### src/rtl/regfile_scoreboard.sv
// regfile_scoreboard: banked register file with write-back bypass and issue scoreboard
//   clk, rst      : clock, synchronous active-high reset
//   rd_id/rd_data : NRD source ports, combinational read with same-cycle write bypass
//   wr_en/wr_id/wr_data : write-back port, clears the pending bit of wr_id
//   iss_*         : issue handshake; iss_ready is combinational
//   flush         : clears every pending bit, register data untouched
//   busy_vec      : pending-write bit per register id
//   stall_cnt     : saturating count of stalled issue cycles
module regfile_scoreboard #(
    parameter int XLEN  = 32,
    parameter int NREG  = 32,
    parameter int NBANK = 2,
    parameter int NRD   = 2,
    parameter logic [XLEN-1:0] SP_INIT = XLEN'(32'h30),
    parameter logic [XLEN-1:0] GP_INIT = XLEN'(32'hF4240),
    localparam int IDW  = $clog2(NBANK) + $clog2(NREG),
    localparam int NTOT = NBANK * NREG
) (
    input  logic                clk,
    input  logic                rst,
    input  logic [NRD*IDW-1:0]  rd_id,
    output logic [NRD*XLEN-1:0] rd_data,
    input  logic                wr_en,
    input  logic [IDW-1:0]      wr_id,
    input  logic [XLEN-1:0]     wr_data,
    input  logic                iss_valid,
    input  logic [NRD-1:0]      iss_src_en,
    input  logic                iss_dst_en,
    input  logic [IDW-1:0]      iss_dst_id,
    output logic                iss_ready,
    input  logic                flush,
    output logic [NTOT-1:0]     busy_vec,
    output logic [31:0]         stall_cnt
);
    logic [XLEN-1:0] r_regs [NTOT];
    logic [NTOT-1:0] r_busy;
    logic [31:0]     r_stall;
    logic [NRD-1:0]  w_src_ok;
    logic            w_dst_ok;
    logic [NTOT-1:0] w_set;
    logic [NTOT-1:0] w_clr;
    genvar i;
    generate
        for (i = 0; i < NRD; i++) begin : g_rd
            logic [IDW-1:0] w_id;
            logic           w_byp;
            assign w_id  = rd_id[i*IDW +: IDW];
            assign w_byp = wr_en && wr_id == w_id;
            assign rd_data[i*XLEN +: XLEN] = w_id == '0 ? '0 : w_byp ? wr_data : r_regs[w_id];
            // a write-back landing this cycle resolves the hazard through the bypass
            assign w_src_ok[i] = !iss_src_en[i] || !r_busy[w_id] || w_byp;
        end
    endgenerate
    assign w_dst_ok  = !iss_dst_en || !r_busy[iss_dst_id];
    assign iss_ready = iss_valid && !flush && !rst && (&w_src_ok) && w_dst_ok;
    // id 0 is hardwired zero so it is masked out of the set vector
    assign w_set = (iss_ready && iss_dst_en) ? (NTOT'(1) << iss_dst_id) & ~NTOT'(1) : '0;
    assign w_clr = wr_en ? NTOT'(1) << wr_id : '0;
    always_ff @(posedge clk) begin
        if (rst) begin
            for (int k = 0; k < NTOT; k++)
                r_regs[k] <= k == 29 ? SP_INIT : k == 28 ? GP_INIT : '0;
            r_busy  <= '0;
            r_stall <= '0;
        end else begin
            if (wr_en && wr_id != '0)
                r_regs[wr_id] <= wr_data;
            r_busy <= flush ? '0 : (r_busy & ~w_clr) | w_set;
            if (iss_valid && !iss_ready && !flush && r_stall != '1)
                r_stall <= r_stall + 32'd1;
        end
    end
    assign busy_vec  = r_busy;
    assign stall_cnt = r_stall;
endmodule

### config.mk
export PLATFORM = sky130hd
export DESIGN_NAME = regfile_scoreboard
export DESIGN_NICKNAME = d
export VERILOG_FILES = /design/src/rtl/regfile_scoreboard.sv
export SDC_FILE = /design/constraint.sdc
export NUM_CORES = 2
export LEC_CHECK = 0
export ABC_AREA = 0
export BUFFER_PORTS_ARGS = -buffer_cell sky130_fd_sc_hd__buf_2
export CORE_ASPECT_RATIO = 0.8
export CORE_MARGIN = 1
export CORE_UTILIZATION = 50
export CTS_BUF_LIST = sky130_fd_sc_hd__clkbuf_8
export CTS_CLUSTER_DIAMETER = 50
export DETAILED_ROUTE_END_ITERATION = 6
export PLACE_DENSITY = 0.7
export SETUP_SLACK_MARGIN = 0.4
export SYNTH_ARGS = -nofsm -noshare
export SYNTH_HDL_FRONTEND = slang
export SYNTH_SLANG_ARGS = --single-unit
### constraint.sdc
create_clock -name clk -period 10.25 [get_ports clk]
set_input_delay 0.5125 -clock clk [delete_from_list [all_inputs] [get_ports clk]]
set_output_delay 0.5125 -clock clk [all_outputs]
set_load 0.03 [all_outputs]
## Word level (Yosys, flattened, before mapping)

Memory sizes are Yosys's and may differ from the RTL's.
Index checks and enable logic that the tools add are counted.

- Bits of input ports: 64
- Memories kept: 1
- Word-level logic and storage cells: 66
- Bits in registers: 96
- RAM bits: 2048

- $add $sub $neg: 1
- Bitwise logic cells: 3
- Muxes and demuxes: 20
- Magnitude comparators: 3
- Equality and inequality tests: 3
- Reductions and logical operators: 31
- Shift operators: 2

Memory list:

| memory | words | width | read ports | clocked after memory_dff | wr ports | line | source |
|---|---|---|---|---|---|---|---|
| r_regs | 64 | 32 | 2 | 0 | 64 | 35 | `logic [XLEN-1:0] r_regs [NTOT];` |

Operator list:

| cell | count |
|---|---|
| $mux 32 | 5 |
| $mux 64 | 2 |
| $shl 1x6->64 const A | 2 |
| $and 64x64->64 | 1 |
| $not 64->64 | 1 |
| $or 64x64->64 | 1 |
| $add 32x1->32 const B | 1 |
| $ne 32x32->1 const B | 1 |
| $reduce_or 32->1 | 1 |
| $lt 6x7->1 const B | 3 |
| $bmux 1 s6 | 3 |
| $eq 6x6->1 | 2 |
| $logic_not 6->1 | 2 |
| $logic_and 1x1->1 | 11 |
| $logic_not 1->1 | 9 |
| $mux 1 | 9 |
| $mux 6 | 1 |
| $reduce_bool 6->1 | 1 |
| $logic_or 1x1->1 | 5 |
| $reduce_and 2->1 | 1 |
| $reduce_or 2->1 | 1 |

## Logic depth before layout (Yosys ltp)

- Word-level depth: 12
- Gate-level depth with buffers: 14

## Least setup slack after synthesis

No wires, ideal clock.

- Path type: input to output
- From: in rd_id[6]
- To: out rd_data[32]
- Path buffers: 5
- Slack: 5.948 ns
- Stages on the path: 10
- Data arrival time: 3.790 ns
- Path through: buf_2 > buf_2 > clkbuf_1 > buf_1 > buf_1 > mux4_2 > mux4_2 > mux4_2 > nand2_1 > a21oi_1

- Longest elaborated chain between the ends: 4

RTL lines:

| element | line | source |
|---|---|---|
| start: declaration | 21 | `input logic [NRD*IDW-1:0] rd_id,` |
| parallel branches: the longest is 3 deep, another holds $mem_v2 64x32 | n/a |  |
| $mux 32 * | 49 | `assign rd_data[i*XLEN +: XLEN] = w_id == '0 ? '0 : w_byp ? wr_data : r_regs[w_id];` |
| end: declaration | 22 | `output logic [NRD*XLEN-1:0] rd_data,` |

Every way passes the cells marked *.

## Worst setup path after layout

- From: in rd_id[0]
- To: out rd_data[19]

Same word-level chain as after synthesis.

==> results.sh <==
export IMPL_run_status="complete, no violations"
export IMPL_p_seq_frac=0.515
export IMPL_total_power_mw=19.9
export IMPL_cts_htree_levels=5
export IMPL_comb_power_share=0.138
export IMPL_worst_clock_skew_on_the_final_layout_ns=0.0308
export IMPL_viasPerCell=6.99
export IMPL_overflow=0
export IMPL_power_per_cell_area_nw_per_um2=158
export IMPL_worst_setup_path_class="input pin to output pin"
export IMPL_postRouteWirelength_mm=393
export IMPL_detail_route_first_pass_iterations=6
export IMPL_global_route_usage_total=0.336
export IMPL_route_vias_total=73100
export IMPL_grt_antenna_before_repair=40
export IMPL_maxCapViolCount=0
export IMPL_post_drt_wl_per_cell_um=37.5
export IMPL_postRouteAntennaNets=0
export IMPL_fp_coreArea_um2=229000
export IMPL_number_of_global_route_vias_before_repair=71500
export IMPL_synth_sequential_area_ratio=0.551
export IMPL_rrSetupSlack_ns=6.39
export IMPL_numCtsBuffers=347
export IMPL_dp_final_hpwl_mm=219
export IMPL_initial_core_util=0.503
export IMPL_insertion_delay_ns=0.97
export IMPL_cp_cell_sequence="buf_8 -> buf_12 -> buf_4 -> mux4_2 -> mux4_2 -> mux4_2 -> mux2i_1 -> nor2_1 -> buf_2"
export IMPL_synth_cell_types=66
export IMPL_final_min_period_over_clock_period=0.560
export IMPL_irDropWorstVdd_mv=0.122
export IMPL_synth_ff_latch_count=2144
export IMPL_grt_first_pass_wirelength_mm=547
export IMPL_required_ns=9.74
export IMPL_length_in_cells_of_the_worst_reg_to_reg_path=9
export IMPL_final_layout_size_suffix_gt1_frac=0.320
export IMPL_setup_violations_final=0
export IMPL_maxClockFrequency_ghz=0.174
export IMPL_netlist_area_um2=115000
export IMPL_flow_area_growth_from_synthesis_pct=9.26
export IMPL_cell_internal_pwr_mw=14.5
export IMPL_finalWorstPathRequiredPeriod_ns=5.74
export IMPL_numClockSinks=2144
export IMPL_async_flop_share=0
export IMPL_min_delay_path_class="input pin to flip-flop"
export IMPL_tritoncts="yes"
export IMPL_cts_clk_slew_worst_paths_ns=0.06
export IMPL_worst_slew_pin_transition_ns=1.30
export IMPL_power_switching_mw=5.39
export IMPL_cpPeakStageDelay_ns=0.81
export IMPL_drc=0
export IMPL_crit_path_start_kind="input pin"
export IMPL_grt_setup_unrepaired="false"
export IMPL_clk_root_buffer_cell="sky130_fd_sc_hd__clkbuf_8"
export IMPL_dieWidth_um=539
export IMPL_port_buffers=224
export IMPL_min_delay_path_depth=3
export IMPL_placementRows=157
export IMPL_nNetsFinal=7243
export IMPL_leak_nw=42.5
export IMPL_syn_area_per_cell_um2=16.0
export IMPL_grt_max_degree=144
export IMPL_postSynth_topFlopCell="sky130_fd_sc_hd__edfxtp_1"
export IMPL_ios=225
export IMPL_die_area_um2=232000
export IMPL_setup_total_negative_slack_ns=0
export IMPL_switching_share=0.270
export IMPL_synthesis_instances=7187
export IMPL_finalMaxSlewViolations=0
export IMPL_crit_path_end_kind="output pin"
export IMPL_power_clock_fraction=0.347
export IMPL_data_arrival_critical_path_ns=5.23
export IMPL_finalHoldViolations=0
export IMPL_critical_path_most_common_cell="sky130_fd_sc_hd__mux4_2"
export IMPL_headroom_to_the_max_slew_limit=0.133
export IMPL_drt_initial_drc_count=12800
export IMPL_worstPathMaxFanout=63
export IMPL_cts_max_path_buffers=4
export IMPL_synth_edff_count=2048
export IMPL_worst_path_max_delay_cell="sky130_fd_sc_hd__buf_4"
export IMPL_gpl_final_weighted_congestion=0.920
export IMPL_final_core_utilization=0.550
export IMPL_die_h_um=431
export IMPL_hold_worst_slack_ns=0.0709
export IMPL_yosys_warnings=0
[cells in the mapped netlist (all sizes together) (6+ instances only)]
cell | number | area [um2]
nor3 | 10 | 50.1
nor2 | 138 | 518
clkbuf | 663 | 2490
o211ai | 64 | 480
and3 | 10 | 62.6
xnor2 | 9 | 78.8
nand2 | 136 | 510
mux2 | 32 | 360
a22oi | 9 | 67.6
nand3 | 20 | 105
nand4 | 14 | 87.6
dfxtp | 96 | 1920
mux4 | 1372 | 30900
or3 | 15 | 98.8
nand2b | 10 | 62.6
or4 | 10 | 78.8
and2 | 2013 | 12600
nor4 | 15 | 93.8
a21oi | 49 | 245
nand3b | 6 | 52.6
inv | 7 | 26.3
o21ai | 66 | 330
buf | 151 | 617
nor2b | 33 | 206
o21bai | 32 | 240
and4 | 6 | 52.6
mux2i | 67 | 671
or2 | 32 | 200
o31ai | 7 | 52.6
edfxtp | 2048 | 61500
[power by group through the flow]
| stage | logic [mW] | registers [mW] | clock network (mW) |
|---|---|---|---|
| finish | 2.75 | 10.3 | 6.92 |
| global route | 2.79 | 10.3 | 7.29 |
| CTS | 2.71 | 10.2 | 6.93 |
| detailed placement | 2.70 | 10.4 | 0 |
| global placement | 2.68 | 10.4 | 0 |
| floorplan | 1.73 | 10.3 | 0 |
[per-stage QoR]
stage | cell area [um2] | std cells | setup slack (ns)
3_3_place_gp | 120000 | 9848 | 4.49
3_5_place_dp | 120000 | 9848 | 4.51
5_1_grt | 126000 | 10500 | 4.30
6_report | 126000 | 10500 | 4.51
2_1_floorplan | 115000 | 7218 | 5.95
4_1_cts | 126000 | 10400 | 4.50
[final cells by class]
type                    count  area, um2
inverters                   9       42.5
well taps                3021       3780
repair buffers            425       2860
clock buffers             359       4940
flip-flops and latches   2144      63400
fillers                 17700     103000
multi-input cells        4251      49600
diodes                     16       40.0
clock inverters           236       1130
[worst max-delay path: cells and delay by family]
family,cells,cell delay (ns)
buffers and inverters,4,2.00
multiplexers,4,2.30
AND/OR/NAND/NOR,1,0.10
[cell families after synthesis]
logic type	Yosys count	share of synthesized area
and+or+nand+nor	2482	0.129
DFF	2144	0.551
muxes	1471	0.277
buffers and inverters	823	0.0273
AOI/OAI and AO/OA	252	0.0140
xor gates and xnor gates	13	0.000989
adders and majority gates	1	0.000109
other	1	0.0000326
[path summary, 6_finish.rpt]
check | start | end
hold / removal | iss_dst_id[4] | busy_vec[31]$_SDFF_PP0_
setup / recovery | rd_id[0] | rd_data[19]
hold reg to reg | stall_cnt[10]$_SDFFE_PP0P_ | stall_cnt[10]$_SDFFE_PP0P_
setup reg to reg | busy_vec[47]$_SDFF_PP0_ | busy_vec[56]$_SDFF_PP0_
[repair_timing]
| action | CTS | global route |
|---|---|---|
| hold buffers | 2 | 0 |
| gates resized for setup | 0 | 0 |
| buffers inserted | 0 | 0 |
| endpoints found under the hold margin | 13 | 0 |
[cells in the final DEF (no fill, tap or decap), types with 8 or more instances in the layout]
master,synthesis,final
sky130_fd_sc_hd__dfxtp_1,96,96
sky130_fd_sc_hd__nand4_1,14,14
sky130_fd_sc_hd__buf_4,3,188
sky130_fd_sc_hd__o21bai_4,0,32
sky130_fd_sc_hd__buf_12,0,12
sky130_fd_sc_hd__edfxtp_1,2048,2048
sky130_fd_sc_hd__mux2i_1,67,67
sky130_fd_sc_hd__nor3_1,10,8
sky130_fd_sc_hd__nand3_1,19,19
sky130_fd_sc_hd__nor2_1,138,73
sky130_fd_sc_hd__mux2_2,26,26
sky130_fd_sc_hd__diode_2,0,16
sky130_fd_sc_hd__clkbuf_8,0,360
sky130_fd_sc_hd__or4_1,9,8
sky130_fd_sc_hd__o21ai_1,11,11
sky130_fd_sc_hd__and3_1,10,10
sky130_fd_sc_hd__clkinv_2,1,36
sky130_fd_sc_hd__nor2b_1,33,33
sky130_fd_sc_hd__a22oi_1,9,9
sky130_fd_sc_hd__inv_1,7,110
sky130_fd_sc_hd__nor4_1,15,14
sky130_fd_sc_hd__o21ai_0,55,55
sky130_fd_sc_hd__nor2_4,0,64
sky130_fd_sc_hd__nand2_1,136,135
sky130_fd_sc_hd__or2_2,32,26
sky130_fd_sc_hd__or3_1,14,13
sky130_fd_sc_hd__clkinv_1,1,79
sky130_fd_sc_hd__xnor2_1,9,9
sky130_fd_sc_hd__conb_1,1,32
sky130_fd_sc_hd__and2_1,2013,2013
sky130_fd_sc_hd__buf_2,31,215
sky130_fd_sc_hd__nand2b_1,10,9
sky130_fd_sc_hd__a21oi_1,49,49
sky130_fd_sc_hd__o211ai_1,64,64
sky130_fd_sc_hd__mux4_2,1372,1372
[layer usage]
layer  GRT usage  routed length, um
met1       0.455             138000
met2       0.484             171000
met3       0.114              60000
met4       0.174              22700
met5     0.00268                251
[state kept, by name, summed over array words and instances (netlist names)]
| name | cells |
|---|---|
| r_regs | 2048 |
| busy_vec | 64 |
| stall_cnt | 32 |
No activity file was read; power rests on OpenSTA's default activity.
